**src/rtl/fwd_operand_sel_if.sv**
```systemverilog
// Decode-side and forwarding-side signals of the operand forwarding unit.
// master drives the decode slot and pipeline data; slave is the forwarding unit.
interface fwd_operand_sel_if #(
    parameter int REG_W  = 4,
    parameter int DATA_W = 4
);
    logic              id_valid;
    logic [REG_W-1:0]  id_rs;
    logic [REG_W-1:0]  id_rt;
    logic [REG_W-1:0]  id_rd;
    logic              id_wr_en;
    logic              id_is_load;
    logic              flush;
    logic [DATA_W-1:0] ex_result;
    logic [DATA_W-1:0] mem_load_data;
    logic              fwd_a_sel;
    logic              fwd_b_sel;
    logic              fwd_a_en;
    logic              fwd_b_en;
    logic [DATA_W-1:0] fwd_a_data;
    logic [DATA_W-1:0] fwd_b_data;
    logic              stall;

    modport master (
        output id_valid, id_rs, id_rt, id_rd, id_wr_en, id_is_load, flush,
               ex_result, mem_load_data,
        input  fwd_a_sel, fwd_b_sel, fwd_a_en, fwd_b_en, fwd_a_data, fwd_b_data,
               stall
    );

    modport slave (
        input  id_valid, id_rs, id_rt, id_rd, id_wr_en, id_is_load, flush,
               ex_result, mem_load_data,
        output fwd_a_sel, fwd_b_sel, fwd_a_en, fwd_b_en, fwd_a_data, fwd_b_data,
               stall
    );
endinterface

```
**src/rtl/fwd_operand_sel.sv**
```systemverilog
// Operand forwarding and load-use stall unit; outputs registered into the EX cycle.
// Define FWD_MEM_EN to forward from MEM; otherwise a MEM hit stalls one cycle instead.
module fwd_operand_sel #(
    parameter int REG_W  = 4,
    parameter int DATA_W = 4
) (
    input logic              clk,
    input logic              reset,
    fwd_operand_sel_if.slave bus
);
    typedef struct packed {
        logic             valid;
        logic [REG_W-1:0] rd;
        logic             wr;
        logic             is_load;
    } entry_t;

    typedef struct packed {
        logic              sel;
        logic              en;
        logic [DATA_W-1:0] data;
    } op_t;

    entry_t            exe_q;
    entry_t            mem_q;
    logic [DATA_W-1:0] mem_value_q;
    op_t               a_q;
    op_t               b_q;

    logic              live;
    logic              hit_exe_a;
    logic              hit_exe_b;
    logic              hit_mem_a;
    logic              hit_mem_b;
    logic              load_stall;
    logic              mem_stall;
    logic              stall_c;
    logic [DATA_W-1:0] mem_fwd_data;
    op_t               a_next;
    op_t               b_next;

    // EXE is the youngest writer, so it takes precedence over MEM.
    function automatic op_t resolve(input logic hit_exe, input logic hit_mem,
                                    input logic [DATA_W-1:0] exe_data,
                                    input logic [DATA_W-1:0] mem_data);
        op_t r;
        r = '{sel: 1'b0, en: 1'b1, data: '0};
        if (hit_exe) begin
            r = '{sel: 1'b1, en: 1'b1, data: exe_data};
        end else if (hit_mem) begin
            r = '{sel: 1'b1, en: 1'b1, data: mem_data};
        end
        return r;
    endfunction

    always_comb begin
        live      = bus.id_valid & ~bus.flush;
        hit_exe_a = exe_q.valid & exe_q.wr & (exe_q.rd == bus.id_rs) & (bus.id_rs != '0);
        hit_exe_b = exe_q.valid & exe_q.wr & (exe_q.rd == bus.id_rt) & (bus.id_rt != '0);
        hit_mem_a = mem_q.valid & mem_q.wr & (mem_q.rd == bus.id_rs) & (bus.id_rs != '0);
        hit_mem_b = mem_q.valid & mem_q.wr & (mem_q.rd == bus.id_rt) & (bus.id_rt != '0);
        load_stall = (hit_exe_a | hit_exe_b) & exe_q.is_load;
`ifdef FWD_MEM_EN
        mem_stall = 1'b0;
`else
        // Only a MEM hit not already covered by an EXE hit needs the register file.
        mem_stall = (hit_mem_a & ~hit_exe_a) | (hit_mem_b & ~hit_exe_b);
`endif
        stall_c      = ~reset & live & (load_stall | mem_stall);
        mem_fwd_data = mem_q.is_load ? bus.mem_load_data : mem_value_q;
        a_next = '0;
        b_next = '0;
        if (live && !stall_c) begin
            a_next = resolve(hit_exe_a, hit_mem_a, bus.ex_result, mem_fwd_data);
            b_next = resolve(hit_exe_b, hit_mem_b, bus.ex_result, mem_fwd_data);
        end
    end

    always_ff @(posedge clk) begin
        if (reset) begin
            exe_q       <= '0;
            mem_q       <= '0;
            mem_value_q <= '0;
            a_q         <= '0;
            b_q         <= '0;
        end else begin
            mem_q         <= exe_q;
            mem_value_q   <= bus.ex_result;
            exe_q.valid   <= live & ~stall_c;
            exe_q.rd      <= bus.id_rd;
            exe_q.wr      <= bus.id_wr_en;
            exe_q.is_load <= bus.id_is_load;
            a_q           <= a_next;
            b_q           <= b_next;
        end
    end

    assign bus.fwd_a_sel  = a_q.sel;
    assign bus.fwd_a_en   = a_q.en;
    assign bus.fwd_a_data = a_q.data;
    assign bus.fwd_b_sel  = b_q.sel;
    assign bus.fwd_b_en   = b_q.en;
    assign bus.fwd_b_data = b_q.data;
    assign bus.stall      = stall_c;
endmodule

```
**src/flat_wrapper.sv**
```systemverilog
// flat-port wrapper written by rule: the top's interface ports become plain ports
module fwd_operand_sel_flat 
#(
    parameter int REG_W  = 4,
    parameter int DATA_W = 4
)
  (clk, reset, bus_id_valid, bus_id_rs, bus_id_rt, bus_id_rd, bus_id_wr_en, bus_id_is_load, bus_flush, bus_ex_result, bus_mem_load_data, bus_fwd_a_sel, bus_fwd_b_sel, bus_fwd_a_en, bus_fwd_b_en, bus_fwd_a_data, bus_fwd_b_data, bus_stall);
  fwd_operand_sel_if #(.REG_W(REG_W), .DATA_W(DATA_W)) bus_i ();
  input logic clk;
  input logic reset;
  input wire logic [$bits(bus_i.id_valid)-1:0] bus_id_valid;
  input wire logic [$bits(bus_i.id_rs)-1:0] bus_id_rs;
  input wire logic [$bits(bus_i.id_rt)-1:0] bus_id_rt;
  input wire logic [$bits(bus_i.id_rd)-1:0] bus_id_rd;
  input wire logic [$bits(bus_i.id_wr_en)-1:0] bus_id_wr_en;
  input wire logic [$bits(bus_i.id_is_load)-1:0] bus_id_is_load;
  input wire logic [$bits(bus_i.flush)-1:0] bus_flush;
  input wire logic [$bits(bus_i.ex_result)-1:0] bus_ex_result;
  input wire logic [$bits(bus_i.mem_load_data)-1:0] bus_mem_load_data;
  output wire logic [$bits(bus_i.fwd_a_sel)-1:0] bus_fwd_a_sel;
  output wire logic [$bits(bus_i.fwd_b_sel)-1:0] bus_fwd_b_sel;
  output wire logic [$bits(bus_i.fwd_a_en)-1:0] bus_fwd_a_en;
  output wire logic [$bits(bus_i.fwd_b_en)-1:0] bus_fwd_b_en;
  output wire logic [$bits(bus_i.fwd_a_data)-1:0] bus_fwd_a_data;
  output wire logic [$bits(bus_i.fwd_b_data)-1:0] bus_fwd_b_data;
  output wire logic [$bits(bus_i.stall)-1:0] bus_stall;
  assign bus_i.id_valid = bus_id_valid;
  assign bus_i.id_rs = bus_id_rs;
  assign bus_i.id_rt = bus_id_rt;
  assign bus_i.id_rd = bus_id_rd;
  assign bus_i.id_wr_en = bus_id_wr_en;
  assign bus_i.id_is_load = bus_id_is_load;
  assign bus_i.flush = bus_flush;
  assign bus_i.ex_result = bus_ex_result;
  assign bus_i.mem_load_data = bus_mem_load_data;
  assign bus_fwd_a_sel = bus_i.fwd_a_sel;
  assign bus_fwd_b_sel = bus_i.fwd_b_sel;
  assign bus_fwd_a_en = bus_i.fwd_a_en;
  assign bus_fwd_b_en = bus_i.fwd_b_en;
  assign bus_fwd_a_data = bus_i.fwd_a_data;
  assign bus_fwd_b_data = bus_i.fwd_b_data;
  assign bus_stall = bus_i.stall;
  fwd_operand_sel #(.REG_W(REG_W), .DATA_W(DATA_W)) u_core (.clk(clk), .reset(reset), .bus(bus_i));
endmodule
```
**config.mk**
```make
export PLATFORM = sky130hd
export DESIGN_NAME = fwd_operand_sel_flat
export DESIGN_NICKNAME = d
export VERILOG_FILES = /design/src/rtl/fwd_operand_sel_if.sv /design/src/rtl/fwd_operand_sel.sv /design/src/flat_wrapper.sv
export SDC_FILE = /design/constraint.sdc
export NUM_CORES = 1
export LEC_CHECK = 0
export CORE_MARGIN = 10
export CORE_UTILIZATION = 45
export DETAILED_ROUTE_END_ITERATION = 16
export PLACE_DENSITY = 0.76
export SYNTH_ARGS = -nofsm -noshare
export SYNTH_HDL_FRONTEND = slang
export SYNTH_SLANG_ARGS = --single-unit
```
**constraint.sdc**
```tcl
create_clock -name clk -period 2.6 [get_ports clk]
set_input_delay 0.39 -clock clk [delete_from_list [all_inputs] [get_ports clk]]
set_output_delay 0.39 -clock clk [all_outputs]
set_load 0.05 [all_outputs]
```
# Word level (Yosys, flattened, before mapping)
# Index checks and enable logic that the tools add are counted.
# Widths: inputs -> output; s select.
totals:
  wordCells: 55
  input_bits: 26
  regBits: 30
classes:
  n_mux: 5
  n_eq_ne: 4
  bitwise_logic: 26
  reduce_logical: 5
op_table:
  columns: ["op", "count"]
  rows:
  - ["$mux 6", 4]
  - ["$and 1x1->1", 17]
  - ["$eq 4x4->1", 4]
  - ["$reduce_bool 4->1", 2]
  - ["$not 1->1", 6]
  - ["$mux 4", 1]
  - ["$or 1x1->1", 3]
  - ["$reduce_or 2->1", 1]
  - ["$logic_and 1x1->1", 1]
  - ["$logic_not 1->1", 1]

# Logic depth before layout (Yosys ltp)
depth:
  depth_word: 12
  ltp_mapped: 6
  mapped_depth_nobuf: 5

# Least setup slack after synthesis
# OpenSTA, ideal clock, no wires.
synth_path:
  path_kind: "input-to-output"
  start: "in bus_id_rt[2]"
  end: "out bus_stall"
  stages: 5
  arrival_time_ns: 2.116
  required_ns: 2.210
  path_buffers: 0
  slack_ns: 0.094
  cell_sequence: "xor2_1 > or4_4 > o22ai_1 > a211o_1 > nor2b_1"
synth_via:
  elab_chain_len: 8
  elab_cells_between_ends: 14
  classes_between: "eq/ne (2); bitwise (11); reduce/logical (1)"
synth_lines:
  columns: ["element", "line", "source"]
  rows:
  - ["from (decl)", "flat_wrapper.sv:13", "input wire logic [$bits(bus_i.id_rt)-1:0] bus_id_rt;"]
  - ["$eq 4x4->1", "fwd_operand_sel.sv:59", "hit_exe_b = exe_q.valid & exe_q.wr & (exe_q.rd == bus.id_rt) & (bus.id_rt != '0);"]
  - ["$and 1x1->1 (2 in a row)", "fwd_operand_sel.sv:59", null]
  - ["$not 1->1", "fwd_operand_sel.sv:67", "mem_stall = (hit_mem_a & ~hit_exe_a) | (hit_mem_b & ~hit_exe_b);"]
  - ["$and 1x1->1", "fwd_operand_sel.sv:67", null]
  - ["$or 1x1->1", "fwd_operand_sel.sv:67", null]
  - ["$or 1x1->1 (*)", "fwd_operand_sel.sv:69", "stall_c = ~reset & live & (load_stall | mem_stall);"]
  - ["$and 1x1->1 (*)", "fwd_operand_sel.sv:69", null]
  - ["to (decl)", "flat_wrapper.sv:26", "output wire logic [$bits(bus_i.stall)-1:0] bus_stall;"]
# Mark *: on every way between the ends. The rest lies on a longest branch, timed or not.

# Worst setup path after layout
layout_path:
  start: "reg u_core.exe_q[5] (netlist name)"
  end: "out bus_stall"
layout_via:
  elab_chain_len: 8
  elab_cells_between_ends: 15
  classes_between: "eq/ne (2); bitwise (13)"
layout_lines:
  columns: ["element", "line", "source"]
  rows:
  - ["from (decl)", "fwd_operand_sel.sv:24", "entry_t exe_q;"]
  - ["$eq 4x4->1, on equally long branches", "fwd_operand_sel.sv:58, fwd_operand_sel.sv:59", null]
  - ["$and 1x1->1, on equally long branches (2 in a row)", "fwd_operand_sel.sv:58, fwd_operand_sel.sv:59", null]
  - ["$not 1->1", "fwd_operand_sel.sv:67", null]
  - ["$and 1x1->1", "fwd_operand_sel.sv:67", null]
  - ["$or 1x1->1", "fwd_operand_sel.sv:67", null]
  - ["$or 1x1->1 (*)", "fwd_operand_sel.sv:69", null]
  - ["$and 1x1->1 (*)", "fwd_operand_sel.sv:69", null]
# Marks and branches as above.

==> out/metrics.cfg <==
[synthesis]
synth_edf_count=0
synthArstFlopShare=0
synthMostInstantiatedCell=dfxtp_1
ys.flop_type=dfxtp_1
yosys-top-cells-area=dfxtp_1 (48%), nor2b_1 (9.3%), xor2_1 (8.7%), nor3_2 (6.6%), a22oi_1 (5.0%)
syn-num-nets=136
synth_cell_types=23
synthCells=110
ys_ff_latch=29
synth_common_cells=dfxtp_1 (29), nor2b_1 (18), xor2_1 (12)
yosys.area.top_type=dfxtp_1
synth_top_area_share=0.4808
ys_seq_area_frac=0.4808
synthesis.area_mm2=0.001207
synth_area_per_cell_um2=10.98
ys_warn_count=0

[drt]
wl_mm=3.021
drt_iter0_drc=46
drtAntennaViolNets=0
wl_per_cell_um=15.26
num_vias=1000
drc=0
dr.pass1.iters=4
vias_per_cell=5.051

[sta]
setup_viol=0
finalHoldViolations=0
hold_slack_ns=0.4721
period_needed_ns=2.583
tightestPinTransition_ns=0.5108
slew_headroom=0.6584
finalMaxSlewViolations=0
skew_ns=0.005679
rsz0062_at_grt=true
fmax_mhz=387.2
min_period_over_period=0.9934

[floorplanning]
initial_utilization=0.4787
coreArea_mm2=0.002522
die_w_um=71.80
die-area_mm2=0.005155
io_pins=39
rows=18
die_h_um=71.80

[clock_network]
clk_latency_ns=0.34
root_buffer=clkbuf_4
cts_hold_buf=0
cts_tree=done
cts_max_level=2
path_clk_slew_ns=0.09
cts_sinks=29
cts-buffers-inserted=5
cts_buffer_depth=2

[setup_path]
critPathKind=flop to primary output
worstSetupStartpoint=u_core.exe_q[5]$_SDFF_PP0_
rr_startpoint=u_core.exe_q[5]$_SDFF_PP0_
end_kind=primary output
required_ns=2.21
crit_fanout=2
cp-start-kind=flop
worstPathArrival_ns=2.19

[placement]
hpwl_mm=2.417
numPortBuffers=38
place.gp.congestion=0.8294
post_dp_cell_area_mm2=0.001709

[worst_hold_path]
hp-class=flop to flop
hold_start=u_core.exe_q[1]$_SDFF_PP0_

[final_layout]
area_delta_synth_final_pct=49.95
drive_gt1_frac=0.2619
antennaDiodeCount=0
fin_nets=193
post-route-cell-area_mm2=0.001810
finalCoreUtilization=0.7178
fillCellCount=185

[status]
status=completed

[power_and_ir_drop]
vdd.ir_drop.worst_v=0.0004604
leakage_nw=0.7014
total_power_uw=967.6
p_per_area_mw_per_mm2=534.5

[global_route]
grt_max_degree=18
antenna_found_initial=0
grt_usage=0.1299
grt_first_pass_wirelength_mm=5.319
grt_pass1_vias=1136
grt_remaining_overflow=0

[flow_run]
cap_violations=0

==> cell families (layout without fill, tap and decap cells) <==
logic type,count (synthesis),after routing,synth area share
buffers and inverters,4,62,0.02177
and+or+nand+nor,45,45,0.2560
DFF,29,29,0.4808
xor gates and xnor gates,14,14,0.1016
muxes,4,4,0.03730
AOI/OAI and AO/OA,14,14,0.1026
==> through the flow <==
step,setup TNS [ns],instances,worst slack [ns]
floorplan,0,110,0.09422
global placement,-0.1713,189,-0.1713
detailed placement,-0.1901,189,-0.1901
CTS,0,198,0.006506
global route,-0.05025,198,-0.05025
finish,0,198,0.01708
==> report_power, final <==
| group | switching, mW | internal, mW | total, mW | leakage (nW) |
|---|---|---|---|---|
| Combinational | 0.0455 | 0.0679 | 0.113 | 0.417 |
| Clock | 0.157 | 0.229 | 0.387 | 0.0455 |
| Sequential | 0.00945 | 0.458 | 0.468 | 0.238 |
==> area by class of cell <==
cell class,instances,area [µm²],area share
sequential,29,584.3,0.3227
tap,30,37.54,0.02073
timing repair buffer,54,494.2,0.2730
clock buffer,7,55.05,0.03041
clock inverter,1,30.03,0.01659
multi-input combinational,77,609.3,0.3366
==> routing by layer <==
metal | track usage | vias to the layer above | wire (µm)
met3 | 0.05234 | 9 | 233
met1 | 0.1307 | 456 | 1191
li1 | - | 506 | -
met5 | 0 | - | 0
met2 | 0.2167 | 29 | 1495
met4 | 0.08602 | 0 | 100
==> cells in the final DEF (no fill, tap or decap) <==
cell             synthesis  routed
o22ai_1                  1       1
o221a_4                  1       2
buf_6                    1       1
nor2_1                   4       4
mux2_2                   4       4
nor2b_1                 18      18
clkbuf_1                 2       1
dlygate4sd2_1            0       6
nor3_2                   8       8
dfxtp_1                 29      26
or3b_2                   1       1
buf_4                    1      16
bufinv_16                0       1
nor4_1                   2       2
or4_4                    2       2
nor4b_1                  2       2
a211o_1                  1       1
o41ai_1                  2       2
xnor2_1                  2       2
dfxtp_2                  0       3
clkbuf_8                 0       1
a22oi_1                  8       8
nor3_1                   4       4
and2_1                   2       2
nand2_1                  2       2
clkdlybuf4s50_1          0      31
clkbuf_4                 0       5
xor2_1                  12      12
==> state kept, by name, summed over array words and instances, names as in the netlist <==
name,cells
u_core.mem_q,7
u_core.bus.fwd_b_data,4
u_core.exe_q,7
u_core.bus.fwd_a_sel,1
u_core.bus.fwd_a_data,4
u_core.bus.fwd_b_sel,1
u_core.bus.fwd_b_en,1
u_core.mem_value_q,4
==> timing repair <==
action / 4_1_cts / 5_1_grt
resized for setup: 11 / 0
setup buffers: 1 / 0
cloned: 0 / 0
setup endpoints to repair: 1 / 1
pin swaps: 1 / 0
==> critical path, cell delays in order, from the launching register on <==
cell	delay, ns
dfxtp_2	0.34
xor2_1	0.15
or4_4	0.52
o221a_4	0.28
a211o_1	0.28
nor2b_1	0.14
buf_6	0.15
==> final timing paths <==
| kind | end | slack, ns | depth (start not counted) |
|---|---|---|---|
| setup / recovery | bus_stall | 0.02 | 6 |
| hold / removal | u_core.mem_q[1]$_SDFF_PP0_ | 0.47 | 1 |
| setup reg to reg | u_core.bus.fwd_b_data[1]$_SDFF_PP0_ | 0.61 | 6 |
| hold reg to reg | u_core.mem_q[1]$_SDFF_PP0_ | 0.47 | 1 |
(Power assumes the default switching activity.)
